**src/rtl/uart_pkg.sv**
```systemverilog
// Shared types and constants for the UART transmitter slice.
package uart_pkg;

  typedef enum logic [2:0] {
    IDLE,
    START,
    DATA,
    PARITY,
    STOP
  } tx_state_e;

  localparam logic [31:0] MIN_BIT_PERIOD = 32'd2;
  localparam logic        IDLE_LEVEL     = 1'b1;

  // Divisors below the minimum are clamped so every bit lasts at least two cycles.
  function automatic logic [31:0] eff_period(input logic [31:0] div);
    return (div < MIN_BIT_PERIOD) ? MIN_BIT_PERIOD : div;
  endfunction

endpackage

```
**src/rtl/uart_baud_tick.sv**
```systemverilog
// Bit-period down-counter: tick marks the last cycle of each bit period.
module uart_baud_tick (
  input  logic        pclk,
  input  logic        rst,
  input  logic        load,
  input  logic [31:0] period,
  output logic        tick
);

  logic [31:0] cnt;

  // NOTE: sequential state uses non-blocking assignments so every register samples pre-edge values.
  always_ff @(posedge pclk) begin
    if (rst) begin
      cnt <= '0;
    end else if (load || cnt == '0) begin
      cnt <= period - 32'd1;
    end else begin
      cnt <= cnt - 32'd1;
    end
  end

  assign tick = (cnt == '0);

endmodule

```
**src/rtl/uart_tx.sv**
```systemverilog
// UART transmitter: start, DATA_BITS LSB-first, optional parity, STOP_BITS stop bits.
// Parity stage is compiled in only when UART_TX_PARITY_EN is defined.
module uart_tx
  import uart_pkg::*;
#(
  parameter int DATA_BITS  = 8,
  parameter int STOP_BITS  = 1,
  parameter int PARITY_ODD = 0
) (
  input  logic        pclk,
  input  logic        rst,
  input  logic [31:0] baud_div,
  input  logic        tx_start,
  input  logic [7:0]  tx_data,
  output logic        tx_busy,
  output logic        tx_done,
  output logic        txd
);

  if (DATA_BITS < 5 || DATA_BITS > 8 || !(STOP_BITS == 1 || STOP_BITS == 2) ||
      !(PARITY_ODD == 0 || PARITY_ODD == 1)) begin : g_bad_param
    $error("uart_tx: illegal parameter value");
  end

  tx_state_e            state;
  logic [DATA_BITS-1:0] shreg;
  logic [2:0]           bit_idx;
  logic                 stop_cnt;
  logic [31:0]          period_q;
  logic                 load;
  logic                 tick;
  logic [31:0]          period_sel;
`ifdef UART_TX_PARITY_EN
  logic                 parity_q;
`endif

  // The counter reloads from the fresh divisor on the accept cycle, then from the latched copy.
  assign load       = (state == IDLE) && tx_start;
  assign period_sel = load ? eff_period(baud_div) : period_q;

  uart_baud_tick u_baud (
    .pclk   (pclk),
    .rst    (rst),
    .load   (load),
    .period (period_sel),
    .tick   (tick)
  );

  always_ff @(posedge pclk) begin
    if (rst) begin
      state    <= IDLE;
      shreg    <= '0;
      bit_idx  <= '0;
      stop_cnt <= 1'b0;
      period_q <= '0;
      txd      <= IDLE_LEVEL;
      tx_busy  <= 1'b0;
      tx_done  <= 1'b0;
`ifdef UART_TX_PARITY_EN
      parity_q <= 1'b0;
`endif
    end else begin
      tx_done <= 1'b0;
      case (state)
        IDLE: begin
          if (tx_start) begin
            state    <= START;
            shreg    <= tx_data[DATA_BITS-1:0];
            period_q <= eff_period(baud_div);
            bit_idx  <= '0;
            stop_cnt <= 1'b0;
            txd      <= 1'b0;
            tx_busy  <= 1'b1;
`ifdef UART_TX_PARITY_EN
            parity_q <= (^tx_data[DATA_BITS-1:0]) ^ PARITY_ODD[0];
`endif
          end
        end
        START: begin
          if (tick) begin
            state <= DATA;
            txd   <= shreg[0];
            shreg <= shreg >> 1;
          end
        end
        DATA: begin
          if (tick) begin
            if (bit_idx == 3'(DATA_BITS - 1)) begin
`ifdef UART_TX_PARITY_EN
              state <= PARITY;
              txd   <= parity_q;
`else
              state <= STOP;
              txd   <= IDLE_LEVEL;
`endif
            end else begin
              bit_idx <= bit_idx + 3'd1;
              txd     <= shreg[0];
              shreg   <= shreg >> 1;
            end
          end
        end
`ifdef UART_TX_PARITY_EN
        PARITY: begin
          if (tick) begin
            state <= STOP;
            txd   <= IDLE_LEVEL;
          end
        end
`endif
        STOP: begin
          if (tick) begin
            if (stop_cnt == 1'(STOP_BITS - 1)) begin
              state   <= IDLE;
              tx_busy <= 1'b0;
              tx_done <= 1'b1;
            end else begin
              stop_cnt <= stop_cnt + 1'b1;
            end
          end
        end
        default: begin
          state   <= IDLE;
          txd     <= IDLE_LEVEL;
          tx_busy <= 1'b0;
        end
      endcase
    end
  end

endmodule

```
**config.mk**
```make
export PLATFORM = sky130hd
export DESIGN_NAME = uart_tx
export DESIGN_NICKNAME = d
export VERILOG_FILES = /design/src/rtl/uart_pkg.sv /design/src/rtl/uart_baud_tick.sv /design/src/rtl/uart_tx.sv
export SDC_FILE = /design/constraint.sdc
export NUM_CORES = 1
export LEC_CHECK = 0
export BUFFER_PORTS_ARGS = -buffer_cell sky130_fd_sc_hd__buf_2
export CAP_MARGIN = 25
export CORE_MARGIN = 3
export CORE_UTILIZATION = 50
export DETAILED_ROUTE_END_ITERATION = 8
export PLACE_DENSITY = 0.74
export SLEW_MARGIN = 15
export SYNTH_ARGS = -nofsm -noshare
export SYNTH_HDL_FRONTEND = slang
export SYNTH_SLANG_ARGS = --single-unit
```
**constraint.sdc**
```tcl
create_clock -name pclk -period 4.2 [get_ports pclk]
set_input_delay 0.84 -clock pclk [delete_from_list [all_inputs] [get_ports pclk]]
set_output_delay 0.84 -clock pclk [all_outputs]
set_load 0.03 [all_outputs]
```
# --- Word-level counts from Yosys, hierarchy flattened ---
# Index checks and enable logic that the tools add are counted.
totals:
  word_cells: 76
  in_bits: 43
  ff_bits: 82
op_classes:
  addsub: 4
  reduce_logical: 16
  n_lt_le_gt_ge: 1
  muxes: 32
  bitwise_logic: 3
  eq_ne: 11
op_table:
  columns: ["op", "count"]
  rows:
  - ["2-to-1 mux 32 bit", 3]
  - ["subtractor 32 x 1 -> 32 bit, second input constant", 2]
  - ["zero test 32 bit", 1]
  - ["< comparator 32 x 2 -> 1 bit, second input constant", 1]
  - ["2-to-1 mux 8 bit", 4]
  - ["2-to-1 mux 3 bit", 9]
  - ["case mux 8 bit (3 select lines)", 1]
  - ["inequality test 2 bit, second input constant", 7]
  - ["case mux 3 bit (4 select lines)", 1]
  - ["AND reduction 4 bit", 3]
  - ["2-to-1 mux 1 bit", 10]
  - ["equality test 3 bit, second input constant", 2]
  - ["case mux 3 bit (2 select lines)", 1]
  - ["AND reduction 6 bit", 1]
  - ["AND reduction 5 bit", 1]
  - ["case mux 1 bit (4 select lines)", 1]
  - ["nonzero test 2 bit", 2]
  - ["adder 3 x 1 -> 3 bit, second input constant", 1]
  - ["equality test 3 x 1 -> 1 bit, second input constant", 1]
  - ["equality test 3 x 2 -> 1 bit, second input constant", 1]
  - ["zero test 3 bit", 1]
  - ["NOT 1 bit", 3]
  - ["case mux 1 bit (3 select lines)", 1]
  - ["AND reduction 3 bit", 1]
  - ["8 further kinds", 8]

# --- Longest topological paths before layout ---
# Gate-level depths: netlist (run 1).
depth:
  depth_word: 5
  depth_mapped: 15
  ltp_nobuf: 10

# --- Modules after synthesis ---
# Synthesis (run 1) repeated with hierarchy kept, for this count alone.
unflattened:
  hier_cells: 513
  hier_area_um2: 4614.4
by_module_without_submodules:
  columns: ["module", "seq_area_each_um2", "instances", "cells_each", "area_per_inst_um2"]
  rows:
  - ["uart_baud_tick", 640.6, 1, 293, 2393.5]
  - ["uart_tx", 980.9, 1, 220, 2220.9]

# --- Worst setup path after synthesis (run 1) ---
# Ideal clock, no wire load.
synth_timing:
  path_kind: "in2reg"
  startpoint: "input port tx_start"
  endpoint: "register u_baud.cnt[22]"
  n_path_buf: 6
  slack_ns: 0.246
  path_stages: 13
  t_arrival_ns: 3.826
  setup_ns: 0.128
  cell_sequence: "nor4b_2 buf_2 clkbuf_1 clkbuf_1 clkbuf_1 buf_2 a22o_1 ha_1 buf_1 nand4_1 or4_1 xnor2_1 nor2_1"
synth_via:
  elab_chain_cells: 4
synth_rtl:
  columns: ["element", "line_no", "rtl"]
  rows:
  - ["from (decl)", "uart_tx.sv:13", "input logic tx_start,"]
  - ["logical AND 1 bit *", "uart_tx.sv:38", "assign load = (state == IDLE) && tx_start;"]
  - ["2-to-1 mux 32 bit", "uart_tx.sv:39", "assign period_sel = load ? eff_period(baud_div) : period_q;"]
  - ["subtractor 32 x 1 -> 32 bit", "uart_baud_tick.sv:17", "cnt <= period - 32'd1;"]
  - ["2-to-1 mux 32 bit *", "uart_baud_tick.sv:16", "end else if (load || cnt == '0) begin"]
  - ["to (signal assigned)", "uart_baud_tick.sv:17", null]
  - ["to (signal assigned)", "uart_baud_tick.sv:19", "cnt <= cnt - 32'd1;"]
  - ["to (decl)", "uart_baud_tick.sv:10", "logic [31:0] cnt;"]
# Every way passes the cells marked *; elsewhere a longest branch is shown, timed or not.
# A chain may end at the register's enable or synchronous reset.

# --- Worst setup path in the final report (run 1) ---
layout_timing:
  startpoint: "register u_baud.cnt[19]"
  endpoint: "register u_baud.cnt[20]"
layout_via:
  elab_chain_cells: 3
layout_rtl:
  columns: ["element", "line_no"]
  rows:
  - ["branches (longest 2 deep; another with subtractor 32 x 1 -> 32 bit)", null]
  - ["2-to-1 mux 32 bit *", "uart_baud_tick.sv:16"]
# Mark *: on every way between the ends.

==> qor.yml, run 1 <==
outcome: "complete, no violations"
path_clk_slew_ns: 0.09
comb_power_share: 0.250
placed_area_sq_um: 4760
mostFrequentLayoutCell: "dfxtp_1"
start_util: 0.528
peakVddDrop_uv: 248
hold_violations: 0
timing.hold.ws_ns: 0.467
ant_nets: 0
fp.dieW_um: 100
vias: 4360
cts_root_buf: "clkbuf_8"
drc: 0
clock_latency_ns: 0.36
grt_overflow_total: 0
power_switching_w: 0.000660
switching_share: 0.322
dieHeight_um: 100
grt_pass1_vias: 4138
synth_cell_type_count: 64
max_stage_delay_ns: 0.78
cts_hold_buf: 0
hpwl_um: 8580
drive_gt1_frac: 0.168
hold_class: "register to register"
p_per_area_nw_per_um2: 411
wl_met1_um: 5450
postCtsResizedCells: 0
avgSynthCellArea_sq_um: 7.84
num_antenna_cells: 0
place_congestion: 0.908
max_freq_ghz: 0.269
async_flop_share: 0
maxCapViolCount: 0
io_pins: 46
ys_seq_area_frac: 0.365
grt_usage: 0.239
wl_um: 11800
cts_tree: "yes"
antenna_found_initial: 0
die_area_sq_um: 10100
area_delta_synth_final_pct: 12.2
std_cell_rows: 33
clockPowerShare: 0.317
dr.pass1.iters: 5
synth-simple-area-share: 0.291
post_cts_buffers: 0
finalSetupTns_ns: 0
p_leak_nw: 1.93
seqPwrFrac: 0.433
cts_buffers: 9
worst_pin_slew_ns: 1.07
period_share: 0.886
grt_pass1_wl_um: 19700
finClkSkew_ns: 0.0114
met2_length_um: 5400
core_area_sq_um: 8420
clock_sinks: 81
synth-adder-area-share: 0.00844
drtIter0Drc: 328
syn-cell-area_sq_um: 4450
grt_setup_unrepaired: "false"
highest_layer: "met4"
synthFlopType: "dfxtp_1"
synth_cells: 567
synth_top_family_by_area: "simple AND/OR/NAND/NOR gates"
fin_crit_ns: 3.72
crit_slowest_cell: "o31ai_4"
cell_internal_pwr_w: 0.00139
cp-end-kind: "register"
cp_max_fo: 15
path_buf_inv: 1
final_max_slew_viol_count: 0
met3WireLength_um: 792
arrival_ns: 3.97
via_per_inst: 6.12
cts_max_level: 3
most-common-layout-cells: "dfxtp_1, nand2_1, nor2_1"
path_class: "register to register"
cp_cell_sequence: "nor4_2 -> or3b_1 -> o31ai_4 -> a31o_2 -> ha_1 -> nand4_1 -> buf_4 -> nor3b_1 -> xnor2_1 -> nor2_1"
yosys_warnings: 0
synth_edf_count: 0
relSlewSlack: 0.287
synth_xor_area_frac: 0.0433
startpoint_type: "register"
required_ns: 4.45
synth_compound_area_frac: 0.198
portBuffers: 45
finalSetupViolCount: 0
muxShareOfSynthArea: 0.0515
clk_path_buf_depth: 2
wire_per_inst_um: 16.5
crit_family: "simple AND/OR/NAND/NOR gates"
fin_nets: 649
design_area_sq_um: 4990
synth.net_count: 613
synth-seq-cells: 81
grt_max_degree: 44
==> per-layer routing <==
| metal | vias up | track usage |
|---|---|---|
| met5 | - | 0 |
| li1 | 2123 | - |
| met1 | 2074 | 0.331 |
| met2 | 153 | 0.381 |
| met4 | 0 | 0.0591 |
| met3 | 10 | 0.0507 |
==> sequential cells by signal (all words and copies together) (netlist names) <==
| signal | count |
|---|---|
| txd | 1 |
| shreg | 8 |
| period_q | 32 |
| tx_busy | 1 |
| u_baud.cnt | 32 |
| state | 3 |
| tx_done | 1 |
| bit_idx | 3 |
==> layout make-up <==
type                       instances  area [sq um]
sequential                        81          1620
timing repair buffer              61           345
fill                             800          3430
inverter                           3          11.3
tap                              105           131
clock inverter                     6          91.3
clock buffer                      10           138
multi-input combinational        447          2650
==> stage by stage <==
step	total power [W]	setup WS, ns	instances	utilization
after floorplan	0.00127	0.246	567	-
after global placement	0.00139	0.519	697	0.565
after detailed placement	0.00141	0.348	697	0.565
after CTS	0.00205	0.516	713	0.592
after global routing	0.00216	0.214	713	0.592
final	0.00205	0.479	713	0.592
==> synth_stat cells (3+ instances only) <==
| master | n | area share |
|---|---|---|
| nand2_1 | 76 | 0.064 |
| nor2_1 | 73 | 0.062 |
| o21ai_0 | 28 | 0.032 |
| or4_1 | 3 | 0.0051 |
| mux2i_1 | 17 | 0.038 |
| o22ai_1 | 4 | 0.0056 |
| buf_4 | 3 | 0.0051 |
| or3_1 | 5 | 0.0070 |
| nand3b_1 | 3 | 0.0051 |
| a211o_1 | 5 | 0.0098 |
| inv_1 | 3 | 0.0025 |
| nor4_1 | 22 | 0.031 |
| o41ai_1 | 3 | 0.0059 |
| nor3b_1 | 3 | 0.0051 |
| a211oi_1 | 11 | 0.019 |
| nand3_1 | 15 | 0.017 |
| dfxtp_1 | 81 | 0.36 |
| a31oi_1 | 7 | 0.0098 |
| nor2b_1 | 5 | 0.0070 |
| clkbuf_1 | 20 | 0.017 |
| a21o_1 | 3 | 0.0051 |
| buf_6 | 3 | 0.0076 |
| xor2_1 | 11 | 0.022 |
| nand2b_1 | 3 | 0.0042 |
| nor3_1 | 11 | 0.012 |
| a22oi_1 | 3 | 0.0051 |
| o21ai_1 | 3 | 0.0034 |
| and4_1 | 3 | 0.0059 |
| xnor2_1 | 11 | 0.022 |
| o31ai_1 | 4 | 0.0068 |
| buf_2 | 8 | 0.0090 |
| nand4b_1 | 3 | 0.0059 |
| ha_1 | 3 | 0.0084 |
| nand4_1 | 9 | 0.013 |
| or2_2 | 7 | 0.0098 |
| a21oi_1 | 60 | 0.068 |
==> worst paths after layout <==
kind | start | end | slack, ns | cells past startpoint
max | u_baud.cnt[19] | u_baud.cnt[20] | 0.48 | 10
min | bit_idx[2] | bit_idx[2] | 0.47 | 2
max reg2reg | u_baud.cnt[19] | u_baud.cnt[20] | 0.48 | 10
min reg2reg | bit_idx[2] | bit_idx[2] | 0.47 | 2
==> worst min-delay path, cell delays in order, from the launching register on <==
cell and delay [ns]:
dfxtp_1 0.32, nand2_1 0.05, a21oi_1 0.05
==> power groups by stage <==
stage | combinational (W) | sequential, W | clock (W)
after floorplan | 0.000376 | 0.000890 | 0
after detailed placement | 0.000503 | 0.000903 | 0
after CTS | 0.000506 | 0.000886 | 0.000661
after global placement | 0.000492 | 0.000901 | 0
final | 0.000512 | 0.000888 | 0.000649
after global routing | 0.000570 | 0.000895 | 0.000691
==> logic make-up after synthesis <==
logic type	count (synthesis)
simple gates	258
xor+xnor	22
flops	81
mux	21
buf+inv	39
fa+ha+maj	3
compound gates	143
Note: power is estimated with default switching activity, not from simulation.
==> run 2, diff against run 1 <==
- PLACE_DENSITY: 0.74 -> 0.79
==> run 2 against run 1 <==
Compared with the run above:
- combinational power about the same
- maximum frequency down 8.4%
- sequential power about the same
- first-iteration DRC count increased by 15%
- register-to-register slack worse by 0.34 ns
- worst setup slack lost 0.34 ns
- power down 1.6%
- clock power decreased by 4.6%
- flip-flop and latch count unchanged
- routed wire length rose by 0.12%
- largest cell class unchanged
- largest power group unchanged
==> qor.yml, run 2 (same netlist as run 1, synthesis figures left out) <==
path_clk_slew_ns: 0.08
finalSetupTns_ns: 0
dr.pass1.iters: 5
max_stage_delay_ns: 0.76
wire_per_inst_um: 16.5
p_leak_nw: 1.91
dieHeight_um: 100
grt_max_degree: 46
power_w: 0.00202
crit_family: "simple AND/OR/NAND/NOR gates"
postCtsResizedCells: 0
fin_crit_ns: 4.06
holdPathStages: 2
clock_latency_ns: 0.37
fin_nets: 649
die_area_sq_um: 10100
peakVddDrop_uv: 162
r2r_end: "u_baud.cnt[22]"
portBuffers: 45
finClkSkew_ns: 0.0120
grt_usage: 0.239
cts_max_level: 3
relSlewSlack: 0.312
cts_tree: "yes"
clock_sinks: 81
finalSetupViolCount: 0
place_congestion: 0.882
via_per_inst: 6.11
hold_path_end: "period_q[31]"
io_pins: 46
hold_start: "period_q[31]"
cts_hold_buf: 0
r2r_slack_ns: 0.14
top_regs: "period_q (32), u_baud.cnt (32), shreg (8)"
cts_root_buf: "clkbuf_8"
start_util: 0.528
ant_nets: 0
required_ns: 4.42
worst_pin_slew_ns: 1.03
cts_buffers: 9
hpwl_um: 8530
period_share: 0.967
grt_setup_unrepaired: "false"
cp_cell_sequence: "nor4_2 -> or3b_1 -> o31ai_4 -> a31o_2 -> ha_1 -> nand4_1 -> or4_1 -> xnor2_1 -> nor2_1"
max_freq_ghz: 0.246
grt_overflow_total: 0
grt_pass1_wl_um: 19400
hold_class: "register to register"
drive_gt1_frac: 0.164
fp.dieW_um: 100
cp-end-kind: "register"
arrival_ns: 4.29
wl_um: 11800
rr_worst_depth: 9
most-common-layout-cells: "dfxtp_1, nand2_1, nor2_1"
vias: 4354
p_per_area_nw_per_um2: 406
timing.final.ws_setup_ns: 0.137
crit_slowest_cell: "o31ai_4"
cp_max_fo: 15
startpoint_type: "register"
drtIter0Drc: 376
core_area_sq_um: 8420
final_max_slew_viol_count: 0
num_antenna_cells: 0
hold_violations: 0
path_buf_inv: 0
mostFrequentLayoutCell: "dfxtp_1"
outcome: "complete, no violations"
clk_path_buf_depth: 2
area_delta_synth_final_pct: 11.8
grt_pass1_vias: 4081
path_class: "register to register"
worst-path-stages: 9
drc: 0
std_cell_rows: 33
r2r-start: "u_baud.cnt[19]"
antenna_found_initial: 0
post_cts_buffers: 0
maxCapViolCount: 0
place_ws_ns: 0.294
run 2: changes by cell type in the layout (fill, tap and decap cells not counted), sizes merged:
cell	before	now
clkbuf	10	11
clkinv	4	1
clkinvlp	0	2
run 2: worst max-delay path by stage:
stage                     slack (ns)             end      startpoint
after CTS                       0.26  u_baud.cnt[22]  u_baud.cnt[19]
after global routing            0.03  u_baud.cnt[22]  u_baud.cnt[19]
final                           0.14  u_baud.cnt[22]  u_baud.cnt[19]
after detailed placement        0.29  u_baud.cnt[22]    baud_div[12]
after floorplan                 0.25  u_baud.cnt[22]        tx_start
after global placement          0.45  u_baud.cnt[22]    baud_div[12]
run 2: final cells by class:
| cell class | instances | area [sq um] |
|---|---|---|
| clock buffers | 11 | 131 |
| clock inverters | 5 | 80.1 |
| fillers | 770 | 3450 |
| inverters | 3 | 11.3 |
| multi-input cells | 447 | 2650 |
| flip-flops and latches | 81 | 1620 |
| well taps | 105 | 131 |
| repair buffers | 61 | 345 |
run 2: power by group:
group / switching, W / total [W] / internal [W]
clock network: 0.000285 / 0.000619 / 0.000334
logic: 0.000307 / 0.000510 / 0.000203
registers: 0.0000547 / 0.000889 / 0.000834
run 2: layer usage:
| metal | vias to the layer above | track usage | part of all wire |
|---|---|---|---|
| met1 | 2013 | 0.319 | 0.44 |
| met2 | 196 | 0.387 | 0.47 |
| met5 | - | 0 | 0 |
| met4 | 0 | 0.102 | 0.020 |
| met3 | 25 | 0.0320 | 0.067 |
| li1 | 2120 | - | - |
run 2: worst min-delay path, delay by kind of cell, from the launching register on:
family / cells / cell delay (ns)
DFF: 1 / 0.32
AOI/OAI and AO/OA: 1 / 0.05
and+or+nand+nor: 1 / 0.05
run 2: through the flow:
stage,std cells,utilization,hold slack [ns],area (sq um)
after floorplan,567,-,0.431,4450
after global placement,697,0.565,0.446,4760
after detailed placement,697,0.565,0.451,4760
after CTS,713,0.590,0.462,4970
after global routing,713,0.590,0.493,4970
final,713,0.590,0.459,4970
==> run 3, diff against run 2 <==
- clock period: 4.2 -> 5.3 ns (I/O delays scaled with it)
==> run 3 against run 2 <==
Compared with the run above:
- global-route usage decreased by 0.77 points
- flip-flop and latch count unchanged
- die area unchanged
- clock-buffer cell count unchanged
- combinational power decreased by 24%
- worst setup slack improved by 1.0 ns
- critical path depth unchanged
- sequential share of layout area increased by 0.77 points
- first-iteration DRC count decreased by 8.2%
- non-clock buffer count decreased by 9
- hold slack about the same
- maximum frequency decreased by 2.4%
- critical path type unchanged
- critical endpoint unchanged
- highest routed layer unchanged
==> qor.yml, run 3 (same netlist as run 1, synthesis figures left out) <==
p_leak_nw: 1.85
hold_class: "register to register"
crit_family: "simple AND/OR/NAND/NOR gates"
wl_um: 11500
place_congestion: 0.897
maxCapViolCount: 0
cp-end-kind: "register"
most-common-layout-cells: "dfxtp_1, nand2_1, nor2_1"
fin_nets: 640
r2r-start: "u_baud.cnt[11]"
path_buf_inv: 0
cts_tree: "yes"
max_stage_delay_ns: 0.82
grt_max_degree: 55
cp_max_fo: 15
dr.pass1.iters: 5
finalSetupTns_ns: 0
cts_hold_buf: 0
antenna_found_initial: 0
fp.dieW_um: 100
met3WireLength_um: 878
core_area_sq_um: 8420
std_cell_rows: 33
clockPowerShare: 0.267
path_clk_slew_ns: 0.08
switching_share: 0.343
relSlewSlack: 0.332
postCtsResizedCells: 0
clock_latency_ns: 0.37
start_util: 0.528
num_antenna_cells: 0
multiInputGateArea_sq_um: 2650
final_max_slew_viol_count: 0
startpoint_type: "register"
via_per_inst: 6.17
crit_slowest_cell: "o31ai_4"
place_inst: 687
highest_layer: "met4"
drc: 0
period_share: 0.786
dieHeight_um: 100
design_area_sq_um: 4860
seq_area_sq_um: 1620
area_delta_synth_final_pct: 9.20
required_ns: 5.52
cell_internal_pwr_w: 0.000980
layoutNonFillerInstCount: 704
worst_pin_slew_ns: 1.00
die_area_sq_um: 10100
n_fill_cell: 803
grt_pass1_vias: 3988
top_regs: "period_q (32), u_baud.cnt (32), shreg (8)"
mostFrequentLayoutCell: "dfxtp_1"
post_cts_buffers: 0
hpwl_um: 8150
finClkSkew_ns: 0.0115
clock_sinks: 81
portBuffers: 45
vias: 4343
max_freq_ghz: 0.240
wire_per_inst_um: 16.3
fin_crit_ns: 4.16
clk_path_buf_depth: 2
cp_cell_sequence: "nor4_1 -> nand4_1 -> o31ai_4 -> a31o_2 -> ha_1 -> nand4_1 -> or4_1 -> xnor2_1 -> nor2_1"
critPathMostFrequentCell: "nand4_1"
finalSetupViolCount: 0
met2_length_um: 5390
path_class: "register to register"
wl_met1_um: 4970
cp-startpoint: "u_baud.cnt[11]"
outcome: "complete, no violations"
drtIter0Drc: 345
seqPwrFrac: 0.472
drive_gt1_frac: 0.152
hold_violations: 0
grt_usage: 0.231
power_switching_w: 0.000511
cts_buffers: 9
hold_start: "period_q[31]"
peakVddDrop_uv: 169
comb_power_share: 0.261
io_pins: 46
p_per_area_nw_per_um2: 307
arrival_ns: 4.38
ant_nets: 0
placed_area_sq_um: 4690
grt_overflow_total: 0
power_w: 0.00149
grt_pass1_wl_um: 18900
utilization: 0.577
grt_setup_unrepaired: "false"
cts_root_buf: "clkbuf_8"
cts_max_level: 3
## run 3: changes by cell type in the layout (fill, tap and decap cells not counted)
cell        change
buf_4           -9
bufinv_16       -2
clkinv_2        +1
clkinvlp_4      +1
## run 3: cell type report
| class | instances | share of cell area |
|---|---|---|
| clock buffer | 11 | 0.0270 |
| clock inverter | 5 | 0.00670 |
| inverter | 3 | 0.00232 |
| multi-input combinational | 447 | 0.546 |
| sequential | 81 | 0.334 |
| tap | 105 | 0.0270 |
| timing repair buffer | 52 | 0.0572 |
## run 3: per-stage QoR
step / setup slack, ns / hold WS (ns)
after CTS: 1.24 / 0.463
after global placement: 1.09 / 0.445
final: 1.14 / 0.459
after global routing: 0.948 / 0.489
after detailed placement: 0.974 / 0.451
after floorplan: 1.13 / 0.431
## run 3: worst paths after layout
kind                                        to  slack [ns]  cells past startpoint
worst max-delay path            u_baud.cnt[22]        1.14                      9
worst min-delay path              period_q[31]        0.46                      2
worst max register to register  u_baud.cnt[22]        1.14                      9
worst min register to register    period_q[31]        0.46                      2
## run 3: metal layers
layer / GRT usage / vias up
met4: 0.0850 / 0
met5: 0 / -
met2: 0.365 / 187
li1: - / 2102
met1: 0.316 / 2035
met3: 0.0403 / 19
## run 3: power by group through the flow
| stage | clock network, W | registers, W | logic [W] |
|---|---|---|---|
| 6_report | 0.000398 | 0.000704 | 0.000389 |
| 5_1_grt | 0.000429 | 0.000710 | 0.000432 |
| 4_1_cts | 0.000404 | 0.000702 | 0.000381 |
| 3_5_place_dp | 0 | 0.000716 | 0.000379 |
| 3_3_place_gp | 0 | 0.000713 | 0.000370 |
| 2_1_floorplan | 0 | 0.000705 | 0.000298 |
## run 3: worst min-delay path: stages (launching register included)
cell and delay, ns:
dfxtp_1 0.31, nand2_1 0.05, a21oi_1 0.05
